### src/rtl/accum_cpu_pkg.sv
// Shared opcode constants and FSM state encoding for the accumulator processor.
// Latency: n/a (declarations only).
// Backpressure: n/a.
package accum_cpu_pkg;

    localparam int OPC_W = 3;

    localparam logic [OPC_W-1:0] OP_LOAD  = 3'b000;
    localparam logic [OPC_W-1:0] OP_STORE = 3'b001;
    localparam logic [OPC_W-1:0] OP_ADD   = 3'b010;
    localparam logic [OPC_W-1:0] OP_SUB   = 3'b011;
    localparam logic [OPC_W-1:0] OP_IN    = 3'b100;
    localparam logic [OPC_W-1:0] OP_JZ    = 3'b101;
    localparam logic [OPC_W-1:0] OP_JPOS  = 3'b110;
    localparam logic [OPC_W-1:0] OP_HALT  = 3'b111;

    typedef enum logic [2:0] {
        ST_IDLE,
        ST_FETCH,
        ST_DECODE,
        ST_EXECUTE,
        ST_WAIT_IN,
        ST_HALT
    } state_t;

endpackage

### src/rtl/ram_sp_param.sv
// Single-port RAM holding program and data words; contents are never reset.
// Latency: 1-cycle synchronous read; write lands on the same edge.
// Backpressure: none, accepts one access every cycle (read returns old data on a write).
module ram_sp_param #(
    parameter int DATA_W = 8,
    parameter int ADDR_W = 5
) (
    input  logic              clk,
    input  logic              we,
    input  logic [ADDR_W-1:0] addr,
    input  logic [DATA_W-1:0] wdata,
    output logic [DATA_W-1:0] rdata
);

    logic [DATA_W-1:0] mem [0:(1<<ADDR_W)-1];

    // Synchronous write and registered read on the shared address.
    always_ff @(posedge clk) begin
        if (we) begin
            mem[addr] <= wdata;
        end
        rdata <= mem[addr];
    end

endmodule

### src/rtl/accum_cpu.sv
// Accumulator processor: fetch/decode/execute sequencer around A and a program RAM.
// Latency: 3 cycles per instruction, IN adds >= 1 WAIT_IN cycle.
// Backpressure: in_ready only in WAIT_IN; program writes only accepted while IDLE or HALT.
module accum_cpu
    import accum_cpu_pkg::*;
#(
    parameter int DATA_W = 8,   // needs DATA_W >= ADDR_W + 3 so opcode and operand fit
    parameter int ADDR_W = 5
) (
    input  logic              clk,
    input  logic              rst_n,
    input  logic              start,
    input  logic              prog_we,
    input  logic [ADDR_W-1:0] prog_addr,
    input  logic [DATA_W-1:0] prog_data,
    input  logic              in_valid,
    input  logic [DATA_W-1:0] in_data,
    output logic              in_ready,
    output logic [DATA_W-1:0] out_data,
    output logic              aeq0,
    output logic              apos,
    output logic              halted,
    output logic              busy,
    output logic [ADDR_W-1:0] pc
);

    state_t            state_q, state_d;
    logic [DATA_W-1:0] acc_q;
    logic [DATA_W-1:0] ir_q;
    logic [ADDR_W-1:0] pc_q;

    logic              ram_we;
    logic [ADDR_W-1:0] ram_addr;
    logic [DATA_W-1:0] ram_wdata;
    logic [DATA_W-1:0] ram_rdata;

    logic [OPC_W-1:0]  opcode;
    logic [ADDR_W-1:0] operand;
    logic              ctrl_free;

    assign opcode    = ir_q[DATA_W-1 -: OPC_W];
    assign operand   = ir_q[ADDR_W-1:0];
    assign ctrl_free = (state_q == ST_IDLE) || (state_q == ST_HALT);

    ram_sp_param #(
        .DATA_W (DATA_W),
        .ADDR_W (ADDR_W)
    ) u_ram (
        .clk   (clk),
        .we    (ram_we),
        .addr  (ram_addr),
        .wdata (ram_wdata),
        .rdata (ram_rdata)
    );

    // Next state plus RAM port steering: loader when free, PC in FETCH, operand otherwise.
    always_comb begin
        state_d   = state_q;
        ram_we    = 1'b0;
        ram_addr  = prog_addr;
        ram_wdata = prog_data;
        case (state_q)
            ST_IDLE, ST_HALT: begin
                ram_we = prog_we;
                if (start) begin
                    state_d = ST_FETCH;
                end
            end
            ST_FETCH: begin
                ram_addr = pc_q;
                state_d  = ST_DECODE;
            end
            ST_DECODE: begin
                // IR is loaded on this edge, so take the operand straight from the RAM output.
                ram_addr = ram_rdata[ADDR_W-1:0];
                state_d  = ST_EXECUTE;
            end
            ST_EXECUTE: begin
                ram_addr  = operand;
                ram_wdata = acc_q;
                ram_we    = (opcode == OP_STORE);
                if (opcode == OP_IN) begin
                    state_d = ST_WAIT_IN;
                end else if (opcode == OP_HALT) begin
                    state_d = ST_HALT;
                end else begin
                    state_d = ST_FETCH;
                end
            end
            ST_WAIT_IN: begin
                if (in_valid) begin
                    state_d = ST_FETCH;
                end
            end
            default: state_d = ST_IDLE;
        endcase
    end

    // State register.
    always_ff @(posedge clk or negedge rst_n) begin
        if (!rst_n) begin
            state_q <= ST_IDLE;
        end else begin
            state_q <= state_d;
        end
    end

    // Accumulator, PC and IR updates; jumps override the already-incremented PC.
    always_ff @(posedge clk or negedge rst_n) begin
        if (!rst_n) begin
            acc_q <= '0;
            pc_q  <= '0;
            ir_q  <= '0;
        end else begin
            case (state_q)
                ST_IDLE, ST_HALT: begin
                    if (start) begin
                        pc_q <= '0;
                    end
                end
                ST_FETCH:   pc_q <= pc_q + ADDR_W'(1);
                ST_DECODE:  ir_q <= ram_rdata;
                ST_EXECUTE: begin
                    case (opcode)
                        OP_LOAD: acc_q <= ram_rdata;
                        OP_ADD:  acc_q <= acc_q + ram_rdata;
                        OP_SUB:  acc_q <= acc_q - ram_rdata;
                        OP_JZ: begin
                            if (acc_q == '0) begin
                                pc_q <= operand;
                            end
                        end
                        OP_JPOS: begin
                            if (!acc_q[DATA_W-1]) begin
                                pc_q <= operand;
                            end
                        end
                        default: ;
                    endcase
                end
                ST_WAIT_IN: begin
                    if (in_valid) begin
                        acc_q <= in_data;
                    end
                end
                default: ;
            endcase
        end
    end

    assign in_ready = (state_q == ST_WAIT_IN);
    assign halted   = (state_q == ST_HALT);
    assign busy     = (state_q == ST_FETCH) || (state_q == ST_DECODE) ||
                      (state_q == ST_EXECUTE) || (state_q == ST_WAIT_IN);
    assign out_data = acc_q;
    assign aeq0     = (acc_q == '0);
    assign apos     = ~acc_q[DATA_W-1];
    assign pc       = pc_q;

    logic unused_ok;
    assign unused_ok = ctrl_free;

endmodule

### config.mk
export PLATFORM = sky130hd
export DESIGN_NAME = accum_cpu
export DESIGN_NICKNAME = d
export VERILOG_FILES = /design/src/rtl/accum_cpu_pkg.sv /design/src/rtl/ram_sp_param.sv /design/src/rtl/accum_cpu.sv
export SDC_FILE = /design/constraint.sdc
export NUM_CORES = 1
export LEC_CHECK = 0
export ABC_AREA = 0
export CAP_MARGIN = 0
export CORE_ASPECT_RATIO = 2
export CORE_MARGIN = 1.5
export CORE_UTILIZATION = 25
export CTS_BUF_LIST = sky130_fd_sc_hd__clkbuf_8
export DETAILED_ROUTE_END_ITERATION = 6
export GPL_ROUTABILITY_DRIVEN = 0
export PLACE_DENSITY = 0.45
export SLEW_MARGIN = 15
export SYNTH_ARGS = -nofsm -noshare
export SYNTH_HDL_FRONTEND = slang
export SYNTH_SLANG_ARGS = --single-unit
### constraint.sdc
create_clock -name clk -period 9.2 [get_ports clk]
set_clock_uncertainty 0.05 [all_clocks]
set_input_delay 2.3 -clock clk [delete_from_list [all_inputs] [get_ports clk]]
set_output_delay 2.3 -clock clk [all_outputs]
set_load 0.01 [all_outputs]
-- After elaboration in Yosys (flattened, before gate mapping)
Memories as Yosys holds them, arrays and structs flattened. A register that Yosys moved wholly into a read port is not among the register bits.
Cells that the tools add are included.
- add/sub/neg operators: 3
- equality and inequality tests: 18
- multiplexer cells: 18
- bitwise operators: 1
- reductions and logical operators: 12
- operators with widths (operator ; count):
    $pmux 5 s3 ; 2
    $pmux 8 s3 ; 1
    $eq 3x3->1 const B ; 6
    $mux 8 ; 2
    $pmux 8 s2 ; 1
    $mux 5 ; 3
    $pmux 3 s5 ; 1
    $eq 3x2->1 const B ; 4
    $mux 3 ; 4
    $pmux 5 s2 ; 1
    $add 8x8->8 ; 1
    $logic_not 8->1 ; 1
    $sub 8x8->8 ; 1
    $eq 3x1->1 const B ; 2
    $logic_not 3->1 ; 2
    $ne 3x3->1 const B ; 2
    $add 5x1->5 const B ; 1
    $reduce_and 5->1 ; 1
    $ne 2x2->1 const B ; 2
    $ne 4x1->1 const B ; 1
    $logic_or 1x1->1 ; 3
    $ne 3x1->1 const B ; 1
    $reduce_and 3->1 ; 1
    $reduce_bool 3->1 ; 1
    other kinds (6) ; 7
- flip-flop bits (word level): 24
- memory bits (writable): 256
- input bits: 26
- output and inout port bits: 18
- memories kept: 1
- memory list (memory ; words ; bits a word ; read ports ; clocked after memory_dff ; wr ports ; RTL line ; source):
    u_ram.mem ; 32 ; 8 ; 1 ; 1 ; 1 ; ram_sp_param.sv:15 ; logic [DATA_W-1:0] mem [0:(1<<ADDR_W)-1];

-- Logic depth before layout (Yosys ltp)
- depth in word-level cells: 5
- depth in mapped cells: 12

-- By module
Synthesis repeated with hierarchy kept, for this count alone.
- cells, all modules: 836
- area, all modules: 12335.6 sq um
- modules (own cells, without submodules) (module ; times used ; cells each ; area each (sq um) ; seq. area each (sq um)):
    ram_sp_param ; 1 ; 576 ; 10206.0 ; 7847.5
    accum_cpu ; 1 ; 260 ; 2129.5 ; 600.6

-- Worst setup path after synthesis
OpenSTA, ideal clock, no wires.
- kind: input to register
- from: input prog_addr[0]
- to: memory u_ram.mem[17][0] (enable)
- library setup time: 0.370 ns
- arrival time: 3.816 ns
- required time: 8.780 ns
- path slack: 4.964 ns
- cell stages on the path: 8
- cell sequence: nand2b_1 a21oi_2 a221oi_4 buf_6 buf_4 or3_1 clkbuf_1 nor2_1
- word-level cells in the longest chain between the ends: 1
- ends and longest elaborated chain (item ; RTL line ; source):
    from (decl) ; accum_cpu.sv:14 ; input logic [ADDR_W-1:0] prog_addr,
    $pmux 5 s3 ; accum_cpu.sv:62 ; case (state_q)
    to (decl) ; ram_sp_param.sv:15 ;
No other way between the ends.

-- Worst setup path after layout
- from: input prog_addr[1]
- to: memory u_ram.mem[18][4] (enable)
Same word-level chain as after synthesis.

==> reports/results.txt <==
setup slack after layout = 4.06 ns
FMAX = 195 MHz
setup_tns = 0 ns
Final period util = 0.558
Yosys reg bits = 288
DRC viols = 0
Die X = 159 um
Top Metal Used = met4
Async SR Flop Fraction = 0.0833
routed length on met1 = 10.4 mm
Post-Syn Area = 0.0122 mm^2
Storage cell area = 0.00845 mm^2
vias in the first global route = 7,084
Cell Pwr Density = 381 mW/mm^2
Crit path buffers/inverters = 2
Via density = 4.54
metal2 WL = 20.3 mm
DR iter-0 viols = 404
DPL Wire Length = 23.4 mm
Critical-path top delay cell = nor2_1
final wirelength = 33.3 mm
first-pass GRT wire length = 48.3 mm
synth unique cells = 59
CTS H-tree lvls = 2
CP Launch Type = primary input
max incr delay on CP = 0.73 ns
Mapped Nets = 736
fin cells = 1,429
most common cell after layout, fill and taps aside = edfxtp_1
post-layout min period = 5.14 ns
CP top delay family = simple AND/OR/NAND/NOR gates
core area = 0.0482 mm^2
fillcell total = 4,878
cell-internal power = 3.19 mW
Syn Area/Cell = 17.4 um^2
Clock Sinks = 288
count of final hold-check violations = 0
die height = 315 um
I/O Pins = 44
antenna-violating nets left = 0
Pre-Repair DR Iteration Count = 5
most frequent cells in the layout = edfxtp_1, mux4_2, nor2_1
post_cts resized = 0
Post-CTS Setup Inserts = 0
via count = 6,494
hold buffer count at cts = 0
Psw = 2.16 mW
Net Sw Frac = 0.404
GRT Util Overall = 0.134
CTS Root Cell = clkbuf_8
worst hold path class = flop to flop
Final Net Count = 796
Synth top area share = 0.631
RSZ-0062 raised after global routing = false
number of synthesized flops with an enable pin = 256
fraction of layout cells with a size suffix above 1 = 0.203
initial antenna violation count = 1
largest net degree at the start of global routing = 68
Leak = 4.48 nW
CTS Buf Count = 39
sequential power share = 0.342
Post-Place Worst Slack = 3.40 ns
Setup-failing EPs final = 0
Die Footprint = 0.0501 mm^2
Final Max Slew Viols = 0
status = completed
Layout area overhead = 15.3%
Worst VDD drop = 0.251 mV
Synthesis Warnings = 0
Clk Latency, worst-skew pair = 0.58 ns
Reg clk slew, reported paths = 0.08 ns
Critical Path, Cell by Cell = clkdlybuf4s50_1, nor2b_1, a21oi_2, o221ai_4, buf_4, nand2_1, nor2_1
Crit Path Max Fanout = 27
proportion of power drawn by combinational gates = 0.481
clock power share = 0.177
Final Util = 0.291
grt total ovfl = 0
Synth area leader = edfxtp_1
max-cap viol count = 0
ys flop type = edfxtp_1
Seq/Total Area, Yosys = 0.694
worst slew pin tran = 1.03 ns
CTS tree = yes
Port Buf Inserts = 43
max_slew headroom = 0.312
Post-Syn Instances = 700
starting density of the core = 0.253
CP endpoint kind = flop
critical path class = primary input to flop
Placed Cells incl. Taps = 1,357
DR WL met3 = 1.04 mm
Arrival @ worst endpoint = 5.26 ns
ranking of synthesized cells by area = edfxtp_1, mux4_2, dfrtp_1, nor2_1, dfxtp_1
Max Buffers Root-to-Sink = 3
Worst Path Required = 9.33 ns
Avg WL per Cell = 23.3 um
multi-input logic area = 0.00349 mm^2
std cell rows = 114
-- worst register-to-register path, cell delays in order (launching register included) --
cell and delay [ns]:
dfrtp_1 0.80, nand2_1 0.43, o221ai_4 0.66, buf_4 0.49, nand2_1 0.51, nor2_1 0.73
-- registers in the layout, summed over array words and instances (netlist names) --
| name | cells |
|---|---|
| ir_q | 8 |
| pc | 5 |
| u_ram.rdata | 8 |
| out_data | 8 |
| state_q | 3 |
| u_ram.mem | 256 |
-- layer usage --
layer / up-vias / global-route usage
met4: 0 / 0.0693
met5: - / 0
li1: 2922 / -
met2: 166 / 0.286
met3: 59 / 0.0134
met1: 3347 / 0.119
-- Yosys cell counts, drive strengths merged, types with 4 or more instances --
cell type / count
nor2b: 9
inv: 11
a22oi: 16
edfxtp: 256
nor2: 49
nand2b: 8
a21oi: 21
nor3: 8
mux2i: 4
dfxtp: 8
and3: 4
mux4: 64
o21ai: 20
xor2: 4
ha: 9
a22o: 8
nand3: 17
mux2: 16
nand2: 38
clkbuf: 14
a221oi: 11
and2: 4
xnor2: 11
buf: 21
dfrtp: 24
-- power groups by stage --
stage	Clock (mW)	Sequential, mW	Combinational (mW)
global route	1.03	1.85	2.77
CTS	0.978	1.84	2.65
global placement	0	1.87	2.64
floorplan	0	1.82	1.78
detailed placement	0	1.87	2.64
finish	0.947	1.83	2.57
-- logic make-up after synthesis --
logic type | count (synthesis) | share of synthesized area
buf+inv | 46 | 0.0212
flops | 288 | 0.694
compound gates | 108 | 0.0671
xor+xnor | 15 | 0.0108
simple gates | 149 | 0.0591
mux | 84 | 0.137
fa+ha+maj | 10 | 0.0109
-- per-stage QoR --
stage,area [um^2],hold WS (ns),power [mW]
CTS,14000,0.495,5.46
global placement,13300,0.475,4.51
global route,14000,0.509,5.65
finish,14000,0.490,5.35
detailed placement,13300,0.477,4.51
floorplan,12200,0.448,3.60
-- final timing paths --
path | from | endpoint | slack [ns] | depth (start not counted)
max | prog_addr[1] | u_ram.mem[18][4] | 4.06 | 7
min | ir_q[1] | ir_q[1] | 0.49 | 1
max reg2reg | state_q[0] | u_ram.mem[18][4] | 5.16 | 5
min reg2reg | ir_q[1] | ir_q[1] | 0.49 | 1
max in group asynchronous | rst_n | ir_q[0] | 6.75 | 2
min in group asynchronous | rst_n | out_data[3] | 2.07 | 2
-- layout make-up --
class | instances | area share
multi-input combinational | 366 | 0.249
clock buffer | 39 | 0.0382
clock inverter | 32 | 0.0139
antenna | 1 | 0.000178
sequential | 288 | 0.602
inverter | 11 | 0.00294
tap | 638 | 0.0569
timing repair buffer | 54 | 0.0374
No activity file was read; power rests on OpenSTA's default activity.
